**config.mk**
```make
export PLATFORM = sky130hd
export DESIGN_NAME = mem_loader
export DESIGN_NICKNAME = d
export VERILOG_FILES = /design/src/rtl/mem_loader.sv
export SDC_FILE = /design/constraint.sdc
export NUM_CORES = 1
export LEC_CHECK = 0
export CAP_MARGIN = 25
export CELL_PAD_IN_SITES_DETAIL_PLACEMENT = 0
export CELL_PAD_IN_SITES_GLOBAL_PLACEMENT = 2
export CORE_MARGIN = 10
export CORE_UTILIZATION = 35
export CTS_BUF_LIST = sky130_fd_sc_hd__clkbuf_16
export DETAILED_ROUTE_END_ITERATION = 6
export PLACE_DENSITY = 0.81
export SLEW_MARGIN = 10
export SYNTH_ARGS = -nofsm -noshare
export SYNTH_HDL_FRONTEND = slang
export SYNTH_SLANG_ARGS = --single-unit
```
**constraint.sdc**
```tcl
create_clock -name clk -period 8.45 [get_ports clk]
set_input_delay 2.535 -clock clk [delete_from_list [all_inputs] [get_ports clk]]
set_output_delay 2.535 -clock clk [all_outputs]
set_load 0.005 [all_outputs]
```
**src/rtl/mem_loader.sv**
```systemverilog
// Program-memory loader: streams words into a memory region, reads the region back,
// compares checksums, and releases the CPU reset only after a clean verify.
module mem_loader #(
  parameter int unsigned ADDR_WIDTH = 6,
  parameter int unsigned DATA_WIDTH = 16
) (
  input  logic                  clk,
  input  logic                  rst,
  input  logic                  start,
  input  logic [ADDR_WIDTH-1:0] base_addr,
  input  logic [ADDR_WIDTH:0]   count,
  input  logic                  in_valid,
  input  logic [DATA_WIDTH-1:0] in_data,
  output logic                  in_ready,
  input  logic [DATA_WIDTH-1:0] mem,
  output logic                  we,
  output logic [ADDR_WIDTH-1:0] addr,
  output logic [DATA_WIDTH-1:0] data,
  output logic                  busy,
  output logic                  done,
  output logic                  error,
  output logic                  cpu_rst_n
);

  localparam logic [ADDR_WIDTH:0] MaxCount = {1'b1, {ADDR_WIDTH{1'b0}}};

  typedef enum logic [2:0] {StIdle, StWrite, StVerify, StCheck, StDone, StError} state_e;

  state_e                state_q, state_d;
  logic [ADDR_WIDTH-1:0] base_q, base_d;
  logic [ADDR_WIDTH:0]   count_q, count_d;
  logic [ADDR_WIDTH:0]   idx_q, idx_d;
  logic [DATA_WIDTH-1:0] wr_sum_q, wr_sum_d;
  logic [DATA_WIDTH-1:0] rd_sum_q, rd_sum_d;
  logic [1:0]            pipe_q, pipe_d;
  logic                  we_q, we_d;
  logic [ADDR_WIDTH-1:0] addr_q, addr_d;
  logic [DATA_WIDTH-1:0] data_q, data_d;
  logic                  busy_q, busy_d;
  logic                  done_q, done_d;
  logic                  error_q, error_d;
  logic                  cpu_rst_n_q, cpu_rst_n_d;
  logic [ADDR_WIDTH-1:0] cur_addr;
  logic                  last;

  assign cur_addr = base_q + idx_q[ADDR_WIDTH-1:0];
  assign last     = (idx_q == count_q - 1'b1);
  assign in_ready = (state_q == StWrite);

  always_comb begin
    state_d     = state_q;
    base_d      = base_q;
    count_d     = count_q;
    idx_d       = idx_q;
    wr_sum_d    = wr_sum_q;
    // Read data lands two edges after its address was registered.
    pipe_d      = {pipe_q[0], 1'b0};
    rd_sum_d    = pipe_q[1] ? rd_sum_q + mem : rd_sum_q;
    we_d        = 1'b0;
    addr_d      = addr_q;
    data_d      = data_q;
    busy_d      = busy_q;
    done_d      = done_q;
    error_d     = error_q;
    cpu_rst_n_d = cpu_rst_n_q;

    unique case (state_q)
      StIdle, StDone, StError: begin
        if (start) begin
          cpu_rst_n_d = 1'b0;
          if (count == '0 || count > MaxCount) begin
            state_d = StError;
            busy_d  = 1'b0;
            done_d  = 1'b1;
            error_d = 1'b1;
          end else begin
            state_d  = StWrite;
            base_d   = base_addr;
            count_d  = count;
            idx_d    = '0;
            wr_sum_d = '0;
            rd_sum_d = '0;
            pipe_d   = '0;
            busy_d   = 1'b1;
            done_d   = 1'b0;
            error_d  = 1'b0;
          end
        end
      end
      StWrite: begin
        if (in_valid && in_ready) begin
          we_d     = 1'b1;
          addr_d   = cur_addr;
          data_d   = in_data;
          wr_sum_d = wr_sum_q + in_data;
          if (last) begin
            idx_d   = '0;
            state_d = StVerify;
          end else begin
            idx_d = idx_q + 1'b1;
          end
        end
      end
      StVerify: begin
        addr_d    = cur_addr;
        pipe_d[0] = 1'b1;
        idx_d     = idx_q + 1'b1;
        if (last) begin
          state_d = StCheck;
        end
      end
      StCheck: begin
        if (pipe_q == 2'b00) begin
          busy_d = 1'b0;
          done_d = 1'b1;
          if (rd_sum_q == wr_sum_q) begin
            cpu_rst_n_d = 1'b1;
            state_d     = StDone;
          end else begin
            error_d = 1'b1;
            state_d = StError;
          end
        end
      end
      default: state_d = StIdle;
    endcase
  end

  always_ff @(posedge clk) begin
    if (rst) begin
      state_q     <= StIdle;
      base_q      <= '0;
      count_q     <= '0;
      idx_q       <= '0;
      wr_sum_q    <= '0;
      rd_sum_q    <= '0;
      pipe_q      <= '0;
      we_q        <= 1'b0;
      addr_q      <= '0;
      data_q      <= '0;
      busy_q      <= 1'b0;
      done_q      <= 1'b0;
      error_q     <= 1'b0;
      cpu_rst_n_q <= 1'b0;
    end else begin
      state_q     <= state_d;
      base_q      <= base_d;
      count_q     <= count_d;
      idx_q       <= idx_d;
      wr_sum_q    <= wr_sum_d;
      rd_sum_q    <= rd_sum_d;
      pipe_q      <= pipe_d;
      we_q        <= we_d;
      addr_q      <= addr_d;
      data_q      <= data_d;
      busy_q      <= busy_d;
      done_q      <= done_d;
      error_q     <= error_d;
      cpu_rst_n_q <= cpu_rst_n_d;
    end
  end

  assign we        = we_q;
  assign addr      = addr_q;
  assign data      = data_q;
  assign busy      = busy_q;
  assign done      = done_q;
  assign error     = error_q;
  assign cpu_rst_n = cpu_rst_n_q;

endmodule

```
# ---- Yosys cells after proc, flatten, opt, wreduce, memory -nomap -nowiden
# Index checks and enable logic that the tools add are counted.
dict set report word_totals {
  regBits 84
  word_cells 100
  input_bits 49
}
dict set report classes {
  n_lt_le_gt_ge 1
  n_mux 43
  n_addsub 5
  reduce_logical 20
  n_eq_ne 15
  bitwise_logic 2
}
# op count
set op_table {}
lappend op_table {{16-bit two-way mux} 7}
lappend op_table {{16-bit adder} 2}
lappend op_table {{16-bit case mux with 2 select lines} 1}
lappend op_table {{7-bit two-way mux} 4}
lappend op_table {{7-bit case mux with 3 select lines} 1}
lappend op_table {{3-bit two-way mux} 6}
lappend op_table {{16-bit == test} 1}
lappend op_table {{4-bit AND reduction} 4}
lappend op_table {{1-bit two-way mux} 14}
lappend op_table {{2-bit inequality test (second input constant)} 6}
lappend op_table {{3-bit case mux with 4 select lines} 1}
lappend op_table {{6-bit case mux with 2 select lines} 1}
lappend op_table {{1-bit case mux with 2 select lines} 5}
lappend op_table {{7-bit by 1-bit adder with 7-bit output (second input constant)} 1}
lappend op_table {{7-bit == test} 1}
lappend op_table {{7-bit > comparator (second input constant)} 1}
lappend op_table {{7-bit zero test} 1}
lappend op_table {{7-bit by 1-bit subtractor with 7-bit output (second input constant)} 1}
lappend op_table {{6-bit adder} 1}
lappend op_table {{3-bit by 2-bit == test with 1-bit output (second input constant)} 2}
lappend op_table {{3-bit == test (second input constant)} 2}
lappend op_table {{6-bit two-way mux} 1}
lappend op_table {{3-bit AND reduction} 2}
lappend op_table {{2-bit nonzero test} 3}
lappend op_table {{13 further kinds} 17}

# ---- Logic depth before layout (Yosys ltp)
# Gate-level depths: netlist (run 1).
dict set report logic_depth {
  word_depth 5
  mapped_depth 10
}

# ---- Worst setup path before layout (run 1)
# OpenSTA, ideal clock, no wires.
dict set report synth_timing {
  kind {input port to flip-flop}
  from {input port in_data[0]}
  to {register wr_sum_q[14]}
  setup_slack_ns 3.780
  stages 9
  t_required_ns 8.333
  t_arrival_ns 4.553
  path_cell_list {ha_1 fa_1 a21o_1 a2111oi_2 o211ai_1 a221oi_2 a21oi_1 xnor2_1 a22o_1}
}
dict set report synth_between {
  elab_chain_len 3
}
# item line_no
set synth_lines {}
lappend synth_lines {{from (decl)} 13} ;# input logic [DATA_WIDTH-1:0] in_data,
lappend synth_lines {{16-bit adder} 95} ;# wr_sum_d = wr_sum_q + in_data;
lappend synth_lines {{16-bit two-way mux} 91} ;# if (in_valid && in_ready) begin
lappend synth_lines {{16-bit case mux with 2 select lines} 67} ;# unique case (state_q)
lappend synth_lines {{to (signal assigned)} 150} ;# wr_sum_q <= wr_sum_d;
lappend synth_lines {{to (decl)} 33} ;# logic [DATA_WIDTH-1:0] wr_sum_q, wr_sum_d;
# No other way between the ends. The select of a mux whose other input is x is not followed.
# A chain may end at the register's enable or synchronous reset.

# ---- Worst setup path after layout (run 1)
# Ends and elaborated chain as after synthesis.

==> results of run 1 <==
## layer usage
layer / global-route usage / up-vias / part of all wire
li1: - / 2271 / -
met1: 0.1628 / 2045 / 0.45
met2: 0.2416 / 65 / 0.49
met3: 0.03493 / 16 / 0.038
met4: 0.04076 / 0 / 0.014
met5: 0 / - / 0
## logic make-up after synthesis
| kind of cell | Yosys count | synth area share |
|---|---|---|
| flops | 84 | 0.3301 |
| mux | 24 | 0.04715 |
| simple gates | 208 | 0.1884 |
| buf+inv | 37 | 0.02922 |
| compound gates | 146 | 0.1960 |
| xor+xnor | 62 | 0.1066 |
| fa+ha+maj | 40 | 0.1027 |
## cell type report
type | count | area (um^2) | area share
clock buffer | 9 | 225.2 | 0.03555
clock inverter | 7 | 83.83 | 0.01323
inverter | 15 | 56.30 | 0.008888
multi-input combinational | 480 | 3264 | 0.5153
sequential | 84 | 1682 | 0.2655
tap | 184 | 230.2 | 0.03634
timing repair buffer | 80 | 793.3 | 0.1252
## cells in the mapped netlist, drive strengths merged (4+ instances only)
| library cell | count |
|---|---|
| a211oi | 8 |
| a21o | 17 |
| a21oi | 55 |
| a22o | 9 |
| a22oi | 4 |
| a31oi | 6 |
| and2 | 5 |
| buf | 7 |
| clkbuf | 15 |
| dfxtp | 84 |
| ha | 37 |
| inv | 15 |
| mux2i | 24 |
| nand2 | 72 |
| nand2b | 5 |
| nand3 | 20 |
| nand3b | 4 |
| nand4 | 6 |
| nor2 | 65 |
| nor2b | 4 |
| nor3 | 12 |
| nor4 | 5 |
| o21a | 5 |
| o21ai | 14 |
| o21bai | 5 |
| xnor2 | 29 |
| xor2 | 33 |
## path summary, 6_finish.rpt
path	depth (start not counted)	slack, ns	to	from
setup reg to reg	9	5.61	wr_sum_q[15]	state_q[0]
setup / recovery	10	3.48	wr_sum_q[14]	in_data[0]
hold reg to reg	1	0.45	pipe_q[1]	pipe_q[0]
hold / removal	1	0.45	pipe_q[1]	pipe_q[0]
## where the power goes
group          switching (mW)  internal, mW
clock                   0.161         0.255
combinational           0.139         0.125
sequential             0.0263         0.424
## worst max-delay path: cells and delay by family
kind / cells / cell delay (ns)
AOI/OAI and AO/OA: 6 / 1.44
adders and majority gates: 2 / 0.65
buffers and inverters: 1 / 0.43
xor gates and xnor gates: 1 / 0.14
## sequential cells by signal (all words and copies together) (netlist names)
register	cells
count_q	7
state_q	3
addr	6
wr_sum_q	16
data	16
we	1
done	1
rd_sum_q	16
busy	1
cpu_rst_n	1
pipe_q	2
error	1
idx_q	7
base_q	6
## per-stage QoR
| step | util | worst slack, ns | total power [mW] | hold slack, ns | area [um^2] |
|---|---|---|---|---|---|
| 2_1_floorplan | - | 3.780 | 0.6233 | 0.4309 | 5095 |
| 5_1_grt | 0.4392 | 3.280 | 1.191 | 0.4710 | 6335 |
| 3_3_place_gp | 0.4167 | 3.187 | 0.7190 | 0.4430 | 6011 |
| 4_1_cts | 0.4382 | 3.471 | 1.146 | 0.4524 | 6320 |
| 6_report | 0.4392 | 3.482 | 1.130 | 0.4513 | 6335 |
| 3_5_place_dp | 0.4167 | 3.112 | 0.7243 | 0.4383 | 6011 |
## cell usage in the layout, fill, tap and decap left out, types with 8 or more instances in the layout
master,count
a211oi_1,8
a21o_1,17
a21oi_1,55
a22o_1,9
clkbuf_16,9
clkdlybuf4s50_1,75
dfxtp_1,84
ha_1,37
inv_1,15
mux2i_1,24
nand2_1,72
nand3_1,20
nor2_1,65
nor3_1,10
o21ai_0,8
xnor2_1,29
xor2_1,33
==> flow_metrics.py, run 1 <==
metrics = {
    "clocking": {
        "hold_buffers": 0,
        "post_cts_resized": 0,
        "tritoncts": "done",
        "cts.sinks": 84,
        "clk_pin_slew_ns": 0.06,
        "cts_setup_buffers": 0,
        "htreeDepth": 3,
        "cts_buffers": 9,
        "insertion_delay_ns": 0.35,
        "cts-root-buf": "clkbuf_16",
        "clk_path_buf_depth": 2,
    },
    "die": {
        "initial_core_util": 0.3532,
        "core_um2": 14420,
        "rows": 44,
        "die_h_um": 140.7,
        "dieArea_um2": 19780,
        "die_w_um": 140.7,
        "ios": 77,
    },
    "sta": {
        "hold_viol": 0,
        "post-route-period-util": 0.5879,
        "period_needed_ns": 4.968,
        "finalSetupTns_ns": 0,
        "fmax_mhz": 201.3,
        "worst_pin_slew_ns": 0.8148,
        "fin_skew_ns": 0.006753,
        "slew_headroom": 0.4568,
        "drv_slew": 0,
        "setup_viol": 0,
        "rsz0062_at_grt": "no",
    },
    "logic_synthesis": {
        "synth_seq_cells": 84,
        "syn_avg_cell_area_um2": 8.477,
        "syn-num-nets": 690,
        "synth-edff-count": 0,
        "synthDominantCellAreaShare": 0.3301,
        "yosys_warnings": 0,
        "yosysTopAreaCell": "dfxtp_1",
        "async_flop_share": 0,
        "yosysSeqAreaShare": 0.3301,
        "synthCells": 601,
        "synth_area_leaders": "dfxtp_1 33%, ha_1 9.1%, xor2_1 5.7%",
        "netlist_area_um2": 5095,
        "ys_types": 59,
        "synth_top_flop_cell": "dfxtp_1",
    },
    "global_route": {
        "antenna_found_initial": 0,
        "grt_max_degree": 58,
        "grt_pass1_wl_um": 22450,
        "grt_pass1_vias": 4448,
        "track_usage": 0.1384,
        "grt_overflow_total": 0,
    },
    "worst_setup_path": {
        "worstPathMaxFanout": 2,
        "critPathRequiredTime_ns": 8.69,
        "cp-end-kind": "register",
        "slowest_delay_ns": 0.43,
        "cp_cell_sequence": "clkdlybuf4s50_1, ha_1, fa_1, a21o_1, a2111oi_2, o211ai_1, a221oi_2, a21oi_1, xnor2_1, a22o_1",
        "cp-start-kind": "primary input",
        "cp_data_arrival_time_ns": 5.20,
        "crit_path_top_delay_cell": "clkdlybuf4s50_1",
        "path_class": "in -> reg",
    },
    "cells_and_area": {
        "antennaDiodeCount": 0,
        "layout-drive-gt1-share": 0.04148,
        "fill_cells": 1454,
        "areaGrowthSynthToFinish_pct": 24.34,
        "stdcell_count": 859,
        "final_nets": 759,
    },
    "placed_design": {
        "placed_cells": 842,
        "dpl.hpwl_um": 10680,
        "place.gp.congestion": 0.8285,
        "portBuffers": 76,
    },
    "drt": {
        "wire_per_inst_um": 15.94,
        "drtIter0Drc": 276,
        "wl_um": 13690,
        "viasPerCell": 5.119,
        "dr.pass1.iters": 6,
        "drc": 0,
        "ant_nets": 0,
        "vias": 4397,
    },
    "power": {
        "leakage_nw": 2.661,
        "cellPowerDensity_nw_per_um2": 178.4,
        "vdd_drop_max_mv": 0.1113,
    },
    "job": {
        "cap_violations": 0,
    },
    "hold_path": {
        "hp-class": "reg -> reg",
    },
    "run_status": {
        "status": "finished, final reports clean",
    },
}
No activity file was read; power rests on OpenSTA's default activity.
==> run 2, diff against run 1 <==
--- a/config.mk
+++ b/config.mk
@@ -9,10 +9,10 @@
 export CELL_PAD_IN_SITES_DETAIL_PLACEMENT = 0
 export CELL_PAD_IN_SITES_GLOBAL_PLACEMENT = 2
 export CORE_MARGIN = 10
-export CORE_UTILIZATION = 35
+export CORE_UTILIZATION = 33
 export CTS_BUF_LIST = sky130_fd_sc_hd__clkbuf_16
 export DETAILED_ROUTE_END_ITERATION = 6
-export PLACE_DENSITY = 0.81
+export PLACE_DENSITY = 0.77
 export SLEW_MARGIN = 10
 export SYNTH_ARGS = -nofsm -noshare
 export SYNTH_HDL_FRONTEND = slang
==> constraint.sdc (replaced) <==
create_clock -name clk -period 4.6 [get_ports clk]
set_input_delay 1.38 -clock clk [delete_from_list [all_inputs] [get_ports clk]]
set_output_delay 1.38 -clock clk [all_outputs]
set_load 0.005 [all_outputs]
==> run 2 against run 1 <==
Global-route usage is essentially flat; highest routed layer unchanged; sequential share of layout area fell by 0.18 points; worst hold slack gained 0.0031 ns; critical endpoint unchanged; clock skew up 0.0015 ns; sequential power increased by 84%; largest power group unchanged.
==> flow_metrics.py, run 2 (synthesis results as in run 1) <==
metrics = {
    "sta": {
        "fin_ws_ns": 0.7124,
        "hold_viol": 0,
        "fin_skew_ns": 0.008281,
        "slew_headroom": 0.4974,
        "fmax_mhz": 257.2,
        "finalSetupTns_ns": 0,
        "rsz0062_at_grt": "no",
        "setup_viol": 0,
        "period_needed_ns": 3.888,
        "post-route-period-util": 0.8451,
        "worst_pin_slew_ns": 0.7539,
        "hold_ws_ns": 0.4545,
        "drv_slew": 0,
    },
    "placed_design": {
        "placed_cells": 848,
        "dp_slack_ns": 0.3829,
        "dpl.hpwl_um": 11060,
        "portBuffers": 76,
        "place.gp.congestion": 0.8530,
    },
    "cells_and_area": {
        "utilization": 0.4211,
        "fill_cells": 1525,
        "stdcell_count": 864,
        "layout-drive-gt1-share": 0.04438,
        "antennaDiodeCount": 0,
        "final_nets": 761,
        "mostFrequentLayoutCells": "84 x dfxtp_1, 75 x clkdlybuf4s50_1, 72 x nand2_1, 65 x nor2_1, 55 x a21oi_1",
        "multi_input_area_um2": 3264,
        "areaGrowthSynthToFinish_pct": 25.17,
        "regArea_um2": 1682,
        "final_common_cell": "dfxtp_1",
    },
    "clocking": {
        "cts_buffers": 9,
        "clk_pin_slew_ns": 0.07,
        "post_cts_resized": 0,
        "hold_buffers": 0,
        "tritoncts": "done",
        "insertion_delay_ns": 0.34,
        "cts.sinks": 84,
        "clk_path_buf_depth": 2,
        "cts_setup_buffers": 0,
        "cts-root-buf": "clkbuf_16",
        "htreeDepth": 3,
    },
    "global_route": {
        "antenna_found_initial": 0,
        "grt_pass1_vias": 4498,
        "grt_max_degree": 34,
        "grt_overflow_total": 0,
        "grt_pass1_wl_um": 22880,
        "track_usage": 0.1384,
    },
    "worst_setup_path": {
        "cp_cell_sequence": "clkdlybuf4s50_1, ha_1, fa_1, a21o_1, a2111oi_2, o211ai_1, a221oi_2, a21oi_1, xnor2_1, a22o_1",
        "slowest_delay_ns": 0.46,
        "worstPathMaxFanout": 2,
        "cp-end-kind": "register",
        "critPathRequiredTime_ns": 4.83,
        "cp_data_arrival_time_ns": 4.12,
        "path_class": "in -> reg",
        "crit_path_top_delay_cell": "clkdlybuf4s50_1",
        "cp-start-kind": "primary input",
    },
    "die": {
        "core_um2": 15150,
        "die_h_um": 144.3,
        "ios": 77,
        "rows": 45,
        "die_w_um": 144.3,
        "dieArea_um2": 20810,
        "initial_core_util": 0.3364,
    },
    "power": {
        "leakage_nw": 2.683,
        "cellPowerDensity_nw_per_um2": 335.1,
        "vdd_drop_max_mv": 0.2241,
    },
    "drt": {
        "ant_nets": 0,
        "wl_um": 14170,
        "vias": 4444,
        "viasPerCell": 5.144,
        "dr.pass1.iters": 4,
        "drtIter0Drc": 185,
        "drc": 0,
        "wire_per_inst_um": 16.40,
    },
    "job": {
        "cap_violations": 0,
    },
    "hold_path": {
        "hp-class": "reg -> reg",
    },
    "run_status": {
        "status": "finished, final reports clean",
    },
}
## run 2: worst paths after layout
path	from	to	slack (ns)	cells past startpoint
max	in_data[0]	wr_sum_q[14]	0.71	10
min	done	done	0.45	2
max reg2reg	wr_sum_q[0]	wr_sum_q[14]	1.89	9
min reg2reg	done	done	0.45	2
## run 2: final cells by class
type	count	share of cell area
multi-input combinational	480	0.5119
tap	188	0.03688
clock buffer	9	0.03531
sequential	84	0.2637
clock inverter	6	0.01668
timing repair buffer	82	0.1267
inverter	15	0.008829
## run 2: report_power, final
part	internal [mW]	switching [mW]	leakage, nW	total, mW
Combinational	0.235	0.256	1.83	0.491
Sequential	0.778	0.0471	0.682	0.826
Clock	0.525	0.296	0.168	0.820
## run 2: metrics by stage
step                total power [mW]  area (um^2)
global route                   2.263         6377
detailed placement             1.336         6031
floorplan                      1.145         5095
finish                         2.137         6377
CTS                            2.177         6362
global placement               1.329         6031
## run 2: layer usage
metal	track usage	vias up	wire [um]
met4	0.03298	0	139
met1	0.1611	2095	6386
li1	-	2282	-
met2	0.2447	58	7086
met3	0.03936	9	557
met5	0	-	0
## run 2: worst max-delay path: cells and delay by family
kind / cells / cell delay, ns
compound gates: 6 / 1.47
buf+inv: 1 / 0.46
xor+xnor: 1 / 0.13
fa+ha+maj: 2 / 0.68
